--- config.mk ---
export PLATFORM = sky130hd
export DESIGN_NAME = mem_port_arbiter_flat
export DESIGN_NICKNAME = d
export VERILOG_FILES = /design/src/rtl/mem_port_arbiter_pkg.sv /design/src/rtl/mem_port_arbiter_if.sv /design/src/rtl/mem_port_arbiter_lane_align.sv /design/src/rtl/mem_port_arbiter.sv /design/src/flat_wrapper.sv
export SDC_FILE = /design/constraint.sdc
export NUM_CORES = 1
export LEC_CHECK = 0
export BUFFER_PORTS_ARGS = -buffer_cell sky130_fd_sc_hd__buf_4
export CORE_UTILIZATION = 50
export DETAILED_ROUTE_END_ITERATION = 16
export PLACE_DENSITY = 0.88
export SYNTH_ARGS = -nofsm -noshare
export SYNTH_HDL_FRONTEND = slang
export SYNTH_HIERARCHICAL = 1
export SYNTH_SLANG_ARGS = --single-unit
--- constraint.sdc ---
create_clock -name clk -period 5 [get_ports clk]
set_input_delay 1 -clock clk [delete_from_list [all_inputs] [get_ports clk]]
set_output_delay 1 -clock clk [all_outputs]
set_load 0.01 [all_outputs]
--- src/rtl/mem_port_arbiter_pkg.sv ---
// Shared types and constants for the unified memory-port arbiter:
// FSM state codes, access-width codes and the all-lanes byte enable.
package mem_port_arbiter_pkg;

   typedef enum logic [1:0] {
      ST_IDLE  = 2'd0,
      ST_FETCH = 2'd1,
      ST_DATA  = 2'd2
   } arb_state_t;

   localparam logic       MEM_WIDTH_WORD = 1'b0;
   localparam logic       MEM_WIDTH_BYTE = 1'b1;
   localparam logic [3:0] BE_ALL         = 4'b1111;

endpackage

--- src/rtl/mem_port_arbiter_if.sv ---
// Unified memory bus between the arbiter (master) and memory (slave).
// Ports: bus_req/we/be/addr/wdata driven by master; bus_rdata/ack by slave.
interface mem_port_arbiter_if #(
   parameter int ADDR_WIDTH = 32,
   parameter int DATA_WIDTH = 32
);
   logic                  bus_req;
   logic                  bus_we;
   logic [3:0]            bus_be;
   logic [ADDR_WIDTH-1:0] bus_addr;
   logic [DATA_WIDTH-1:0] bus_wdata;
   logic [DATA_WIDTH-1:0] bus_rdata;
   logic                  bus_ack;

   modport master (
      output bus_req, bus_we, bus_be, bus_addr, bus_wdata,
      input  bus_rdata, bus_ack
   );

   modport slave (
      input  bus_req, bus_we, bus_be, bus_addr, bus_wdata,
      output bus_rdata, bus_ack
   );
endinterface

--- src/rtl/mem_port_arbiter_lane_align.sv ---
// mem_lane_align: combinational byte-lane steering for a 32-bit bus.
// Ports: width/lane/sign_ext select; wdata_in->wdata_out+be; rdata_in->rdata_out.
module mem_lane_align
   import mem_port_arbiter_pkg::*;
(
   input  logic        width,
   input  logic [1:0]  lane,
   input  logic        sign_ext,
   input  logic [31:0] wdata_in,
   input  logic [31:0] rdata_in,
   output logic [31:0] wdata_out,
   output logic [3:0]  be,
   output logic [31:0] rdata_out
);

   logic [7:0] b;

   always_comb begin
      b = 8'h00;
      unique case (lane)
         2'd0: b = rdata_in[7:0];
         2'd1: b = rdata_in[15:8];
         2'd2: b = rdata_in[23:16];
         2'd3: b = rdata_in[31:24];
         default: b = 8'h00;
      endcase
   end

   always_comb begin
      wdata_out = wdata_in;
      be        = BE_ALL;
      rdata_out = rdata_in;
      if (width == MEM_WIDTH_BYTE) begin
         wdata_out = {4{wdata_in[7:0]}};
         be        = 4'b0001 << lane;
         rdata_out = sign_ext ? {{24{b[7]}}, b} : {24'h0, b};
      end
   end

endmodule

--- src/rtl/mem_port_arbiter.sv ---
// Shares one memory bus between fetch and MEM stage; stalls, lane steering.
// Ports: if_* fetch side, dm_* data side, stall_*, bus (master modport).
// ARB_PERF_EN adds perf_if_wait/perf_dm_wait stall-cycle counters.
module mem_port_arbiter
   import mem_port_arbiter_pkg::*;
#(
   parameter int ADDR_WIDTH = 32,
   parameter int DATA_WIDTH = 32
`ifdef ARB_PERF_EN
   ,
   parameter int PERF_WIDTH = 32
`endif
) (
   input  logic                  clk,
   input  logic                  rst_n,
   input  logic                  if_req,
   input  logic [ADDR_WIDTH-1:0] if_addr,
   input  logic                  if_flush,
   output logic [DATA_WIDTH-1:0] if_rdata,
   output logic                  if_valid,
   input  logic                  dm_req,
   input  logic                  dm_rw,
   input  logic                  dm_width,
   input  logic                  dm_sign_ext,
   input  logic [ADDR_WIDTH-1:0] dm_addr,
   input  logic [DATA_WIDTH-1:0] dm_wdata,
   output logic [DATA_WIDTH-1:0] dm_rdata,
   output logic                  dm_done,
   output logic                  stall_if,
   output logic                  stall_mem,
   mem_port_arbiter_if.master    bus
`ifdef ARB_PERF_EN
   ,
   output logic [PERF_WIDTH-1:0] perf_if_wait,
   output logic [PERF_WIDTH-1:0] perf_dm_wait
`endif
);

   localparam logic [ADDR_WIDTH-1:0] ADDR_LOW = 'h3;

   arb_state_t state;
   logic       fprio;
   logic       drop;
   logic       we_q;
   logic       width_q;
   logic       sign_q;
   logic [1:0] lane_q;

   logic        fetch_ok;
   logic        data_ok;
   logic        grant_d;
   logic        grant_f;
   logic        idle;
   logic        a_width;
   logic        a_sign;
   logic [1:0]  a_lane;
   logic [31:0] al_wdata;
   logic [3:0]  al_be;
   logic [31:0] al_rdata;

   assign stall_if  = if_req & ~if_valid;
   assign stall_mem = dm_req & ~dm_done;

   // A requester seeing its done pulse is still holding the old
   // request, so it is not eligible again until the next cycle.
   assign fetch_ok = if_req & ~if_flush & ~if_valid;
   assign data_ok  = dm_req & ~dm_done;
   assign grant_d  = data_ok & ~(fprio & fetch_ok);
   assign grant_f  = fetch_ok & ~grant_d;

   // Aligner sees live request fields at grant, latched ones at ack.
   assign idle    = (state == ST_IDLE);
   assign a_width = idle ? dm_width : width_q;
   assign a_lane  = idle ? dm_addr[1:0] : lane_q;
   assign a_sign  = idle ? dm_sign_ext : sign_q;

   mem_lane_align u_align (
      .width     (a_width),
      .lane      (a_lane),
      .sign_ext  (a_sign),
      .wdata_in  (dm_wdata),
      .rdata_in  (bus.bus_rdata),
      .wdata_out (al_wdata),
      .be        (al_be),
      .rdata_out (al_rdata)
   );

   always_ff @(posedge clk or negedge rst_n) begin
      if (!rst_n) begin
         state         <= ST_IDLE;
         fprio         <= 1'b0;
         drop          <= 1'b0;
         we_q          <= 1'b0;
         width_q       <= 1'b0;
         sign_q        <= 1'b0;
         lane_q        <= 2'd0;
         if_rdata      <= '0;
         if_valid      <= 1'b0;
         dm_rdata      <= '0;
         dm_done       <= 1'b0;
         bus.bus_req   <= 1'b0;
         bus.bus_we    <= 1'b0;
         bus.bus_be    <= 4'b0000;
         bus.bus_addr  <= '0;
         bus.bus_wdata <= '0;
      end else begin
         if_valid <= 1'b0;
         dm_done  <= 1'b0;
         unique case (state)
            ST_IDLE: begin
               if (grant_d) begin
                  state         <= ST_DATA;
                  bus.bus_req   <= 1'b1;
                  bus.bus_we    <= dm_rw;
                  bus.bus_be    <= al_be;
                  bus.bus_addr  <= dm_addr & ~ADDR_LOW;
                  bus.bus_wdata <= al_wdata;
                  we_q          <= dm_rw;
                  width_q       <= dm_width;
                  sign_q        <= dm_sign_ext;
                  lane_q        <= dm_addr[1:0];
               end else if (grant_f) begin
                  state         <= ST_FETCH;
                  bus.bus_req   <= 1'b1;
                  bus.bus_we    <= 1'b0;
                  bus.bus_be    <= BE_ALL;
                  bus.bus_addr  <= if_addr & ~ADDR_LOW;
                  bus.bus_wdata <= '0;
                  fprio         <= 1'b0;
               end
            end
            ST_FETCH: begin
               if (bus.bus_ack) begin
                  state       <= ST_IDLE;
                  bus.bus_req <= 1'b0;
                  if_valid    <= ~(drop | if_flush);
                  if_rdata    <= bus.bus_rdata;
                  drop        <= 1'b0;
               end else if (if_flush) begin
                  drop <= 1'b1;
               end
            end
            ST_DATA: begin
               if (bus.bus_ack) begin
                  state       <= ST_IDLE;
                  bus.bus_req <= 1'b0;
                  dm_done     <= 1'b1;
                  dm_rdata    <= we_q ? '0 : al_rdata;
                  fprio       <= 1'b1;
               end
            end
            default: state <= ST_IDLE;
         endcase
      end
   end

`ifdef ARB_PERF_EN
   always_ff @(posedge clk or negedge rst_n) begin
      if (!rst_n) begin
         perf_if_wait <= '0;
         perf_dm_wait <= '0;
      end else begin
         if (stall_if)  perf_if_wait <= perf_if_wait + 1'b1;
         if (stall_mem) perf_dm_wait <= perf_dm_wait + 1'b1;
      end
   end
`endif

endmodule

--- src/flat_wrapper.sv ---
// flat-port wrapper written by rule: the top's interface ports become plain ports
module mem_port_arbiter_flat import mem_port_arbiter_pkg::*;
#(
   parameter int ADDR_WIDTH = 32,
   parameter int DATA_WIDTH = 32

)
  (clk, rst_n, if_req, if_addr, if_flush, if_rdata, if_valid, dm_req, dm_rw, dm_width, dm_sign_ext, dm_addr, dm_wdata, dm_rdata, dm_done, stall_if, stall_mem, bus_bus_req, bus_bus_we, bus_bus_be, bus_bus_addr, bus_bus_wdata, bus_bus_rdata, bus_bus_ack);
  mem_port_arbiter_if #(.ADDR_WIDTH(ADDR_WIDTH), .DATA_WIDTH(DATA_WIDTH)) bus_i ();
  input  logic clk;
  input  logic rst_n;
  input  logic if_req;
  input  logic [ADDR_WIDTH-1:0] if_addr;
  input  logic if_flush;
  output logic [DATA_WIDTH-1:0] if_rdata;
  output logic if_valid;
  input  logic dm_req;
  input  logic dm_rw;
  input  logic dm_width;
  input  logic dm_sign_ext;
  input  logic [ADDR_WIDTH-1:0] dm_addr;
  input  logic [DATA_WIDTH-1:0] dm_wdata;
  output logic [DATA_WIDTH-1:0] dm_rdata;
  output logic dm_done;
  output logic stall_if;
  output logic stall_mem;
  output wire logic [$bits(bus_i.bus_req)-1:0] bus_bus_req;
  output wire logic [$bits(bus_i.bus_we)-1:0] bus_bus_we;
  output wire logic [$bits(bus_i.bus_be)-1:0] bus_bus_be;
  output wire logic [$bits(bus_i.bus_addr)-1:0] bus_bus_addr;
  output wire logic [$bits(bus_i.bus_wdata)-1:0] bus_bus_wdata;
  input wire logic [$bits(bus_i.bus_rdata)-1:0] bus_bus_rdata;
  input wire logic [$bits(bus_i.bus_ack)-1:0] bus_bus_ack;
  assign bus_bus_req = bus_i.bus_req;
  assign bus_bus_we = bus_i.bus_we;
  assign bus_bus_be = bus_i.bus_be;
  assign bus_bus_addr = bus_i.bus_addr;
  assign bus_bus_wdata = bus_i.bus_wdata;
  assign bus_i.bus_rdata = bus_bus_rdata;
  assign bus_i.bus_ack = bus_bus_ack;
  mem_port_arbiter #(.ADDR_WIDTH(ADDR_WIDTH), .DATA_WIDTH(DATA_WIDTH)) u_core (.clk(clk), .rst_n(rst_n), .if_req(if_req), .if_addr(if_addr), .if_flush(if_flush), .if_rdata(if_rdata), .if_valid(if_valid), .dm_req(dm_req), .dm_rw(dm_rw), .dm_width(dm_width), .dm_sign_ext(dm_sign_ext), .dm_addr(dm_addr), .dm_wdata(dm_wdata), .dm_rdata(dm_rdata), .dm_done(dm_done), .stall_if(stall_if), .stall_mem(stall_mem), .bus(bus_i));
endmodule
==> results.yml <==
clocking:
  cts_inserted_buffers: 17
  post_cts_resized: 0
  cts_tree: "done"
  cts_hold_buf: 0
  clk_path_buf_depth: 2
  insertion_delay_ns: 0.42
  path_clk_slew_ns: 0.06
  post_cts_buffers: 0
  htree_levels: 4
  cts_sinks: 143
  cts_root_buf: "clkbuf_16"
critical_path:
  r2r_cells: 8
  crit_slowest_cell: "mux2_2"
  cp_max_fo: 41
  path_cells: "inv_1 > ha_1 > mux2_2 > and2_1 > a32oi_4 > o21ai_0 > nand2b_1 > o21ai_0"
  critPathCapture: "u_core/dm_rdata[31]$_DFFE_PN0P_"
  timing.rr.end: "u_core/dm_rdata[31]$_DFFE_PN0P_"
  crit_path_end_kind: "flip-flop"
  r2r_slack_ns: 1.73
  crit_start: "u_core/state[1]$_DFFE_PN0P_"
  critPathRequiredTime_ns: 5.26
  start_kind: "flip-flop"
  crit_top_cell: "o21ai_0"
  reg2reg_from: "u_core/state[1]$_DFFE_PN0P_"
  arrival_ns: 3.53
  crit_type: "reg -> reg"
  critPathMaxStageDelay_ns: 0.66
routing:
  ant_nets: 0
  drc: 0
  wl_met3_um: 1532
  first_pass_iters: 6
  vias_per_cell: 5.547
  highest_layer: "met4"
  wl_met1_um: 7958
  totalWireLength_um: 19450
  wl_per_cell_um: 17.42
  vias: 6190
  met2_length_um: 9403
  drt_iter0_markers: 382
power_and_ir_drop:
  p_int_w: 0.003836
  leakage_nw: 4.662
  p_per_area_mw_per_mm2: 644.8
  p_comb_share_pct: 47.0
  seqPwrFrac_pct: 33.0
  vdd_drop_max_mv: 0.3525
  switching_power_w: 0.002273
  design_power_total_w: 0.006109
  clkPwrFrac_pct: 20.0
  netSwitchingFraction_pct: 37.20
layout:
  final_layout_size_suffix_gt1_share_pct: 37.98
  n_fill_cell: 1004
  antenna_cells: 0
  finalNetCount: 1068
  syn_to_final_growth_pct: 37.04
  finalNonFillerCells: 1116
floorplan:
  io_pins: 275
  die_h_um: 119.6
  die_w_um: 119.6
  rows: 42
  dieArea_mm2: 0.01430
  initial_utilization_pct: 51.80
  core-area_mm2: 0.01335
timing:
  hold_slack_ns: 0.4519
  max_freq_ghz: 0.3054
  tightest_slew_ns: 1.249
  finalCritPeriodShare_pct: 65.48
  rsz0062_at_grt: "no"
  setup_viol: 0
  finalSetupTns_ns: 0
  hold_viol: 0
  slew_viol_final: 0
  fin_crit_ns: 3.274
  finalClockSkew_ns: 0.005784
  slew_headroom_pct: 16.70
job:
  max_cap_violations: 0
hold_path:
  min_path_type: "reg -> reg"
synthesis:
  yosysWarnings: 6
  yosysTopAreaCellShare_pct: 51.76
  syn-cell-area_mm2: 0.006914
  synth-async-reset-ratio_pct: 100.0
  ys_top_cells_by_area: "dfrtp_1 52%, o21ai_0 6.9%, mux2_2 6.4%, a22o_1 4.2%, inv_1 3.4%"
  ys_types: 41
  synth_edf_count: 0
  synth_ff_type: "dfrtp_1"
  synth_top_cell_by_area: "dfrtp_1"
  yosysSeqAreaShare_pct: 51.76
  synth.avg_cell_area_um2: 9.934
  yosys-top-cells-count: "143 x dfrtp_1, 95 x o21ai_0, 62 x inv_1"
  yosysMostFrequentCell: "dfrtp_1"
  syn_inst: 696
  ys_ff_latch: 143
global_route:
  globalRoute.totalOverflow: 0
  grt_start_max_net_pins: 112
  grt_pass1_vias: 6082
  grt_pass1_wl_um: 31020
  grt.total_usage_pct: 27.89
  antenna_found_initial: 0
placement:
  io_buffers: 270
  dp_cells: 1084
  dpl.hpwl_um: 13240
  gp_congestion: 0.8607
status:
  outcome: "finished clean"
-- cell families after synthesis --
kind of cell,after synthesis,synth area share (%)
AOI/OAI and AO/OA,208,19.02
and+or+nand+nor,159,11.84
DFF,143,51.76
buffers and inverters,131,8.541
muxes,50,8.071
adders and majority gates,4,0.7239
other,1,0.05424
-- power by group through the flow --
stage / logic (W) / registers [W] / clock network (W)
3_5_place_dp: 0.00286 / 0.00202 / 0
2_1_floorplan: 0.00148 / 0.00220 / 0
3_3_place_gp: 0.00280 / 0.00200 / 0
6_report: 0.00287 / 0.00202 / 0.00122
5_1_grt: 0.00313 / 0.00207 / 0.00129
4_1_cts: 0.00288 / 0.00201 / 0.00125
-- worst min-delay path by stage --
stage | from | endpoint | slack (ns) | cells after the start
3_5_place_dp | u_core/drop$_DFFE_PN0P_ | u_core/if_valid$_DFF_PN0_ | 0.43 | 1
6_report | u_core/drop$_DFFE_PN0P_ | u_core/if_valid$_DFF_PN0_ | 0.45 | 1
4_1_cts | u_core/drop$_DFFE_PN0P_ | u_core/if_valid$_DFF_PN0_ | 0.45 | 1
2_1_floorplan | u_core/drop$_DFFE_PN0P_ | u_core/if_valid$_DFF_PN0_ | 0.41 | 1
3_3_place_gp | u_core/drop$_DFFE_PN0P_ | u_core/if_valid$_DFF_PN0_ | 0.42 | 1
5_1_grt | u_core/drop$_DFFE_PN0P_ | u_core/if_valid$_DFF_PN0_ | 0.46 | 1
-- stage by stage --
step	util, %	setup slack (ns)	instance area [um^2]
finish	70.99	1.726	9475
detailed placement	66.69	1.886	8902
floorplan	-	2.538	6918
global route	70.99	1.394	9475
CTS	70.99	1.763	9475
global placement	66.69	1.929	8902
-- layer usage --
layer	GRT usage, %	vias to the layer above
li1	-	2893
met1	35.23	2970
met2	45.34	287
met3	6.797	40
met4	12.66	0
met5	0	-
-- registers in the layout, indices dropped and copies added, names as in the netlist, 2 cells and up --
signal,cells
u_core/lane_q,2
u_core/bus.bus_addr,30
u_core/state,2
u_core/bus.bus_be,4
u_core/dm_rdata,32
u_core/bus.bus_wdata,32
u_core/if_rdata,32
-- layout make-up --
type                            count  area, um^2  area share (%)
Timing Repair Buffer              279        2098           22.14
Clock inverter                     12       116.4           1.228
Clock buffer                       20       456.7           4.820
Inverter                           63       236.5           2.496
Multi-Input combinational cell    423        2769           29.22
Sequential cell                   143        3578           37.77
Tap cell                          176       220.2           2.324
-- worst max-delay path: cells and delay by family (launching register included) --
kind	cells	cell delay [ns]
adders and majority gates	1	0.50
buffers and inverters	1	0.11
muxes	1	0.66
DFF	1	0.40
and+or+nand+nor	2	0.42
AOI/OAI and AO/OA	3	1.01
-- cells in the final DEF (no fill, tap or decap), types with 3 or more instances in the layout --
cell         n
a31oi_1     31
nor2b_1      4
ha_1         4
nand2_1     46
a32oi_1      8
o21ai_0     95
dfrtp_1    143
buf_4      278
nand2b_1    34
inv_1       62
o22a_1       4
mux2_2      39
clkinv_2     8
mux2_1       3
o221ai_1     9
mux2i_1      7
a22o_1      33
a21oi_1      4
nand3_1     31
nor3_1      31
o21ai_1     20
clkbuf_16   17
Power figures use the tool's default switching activity.
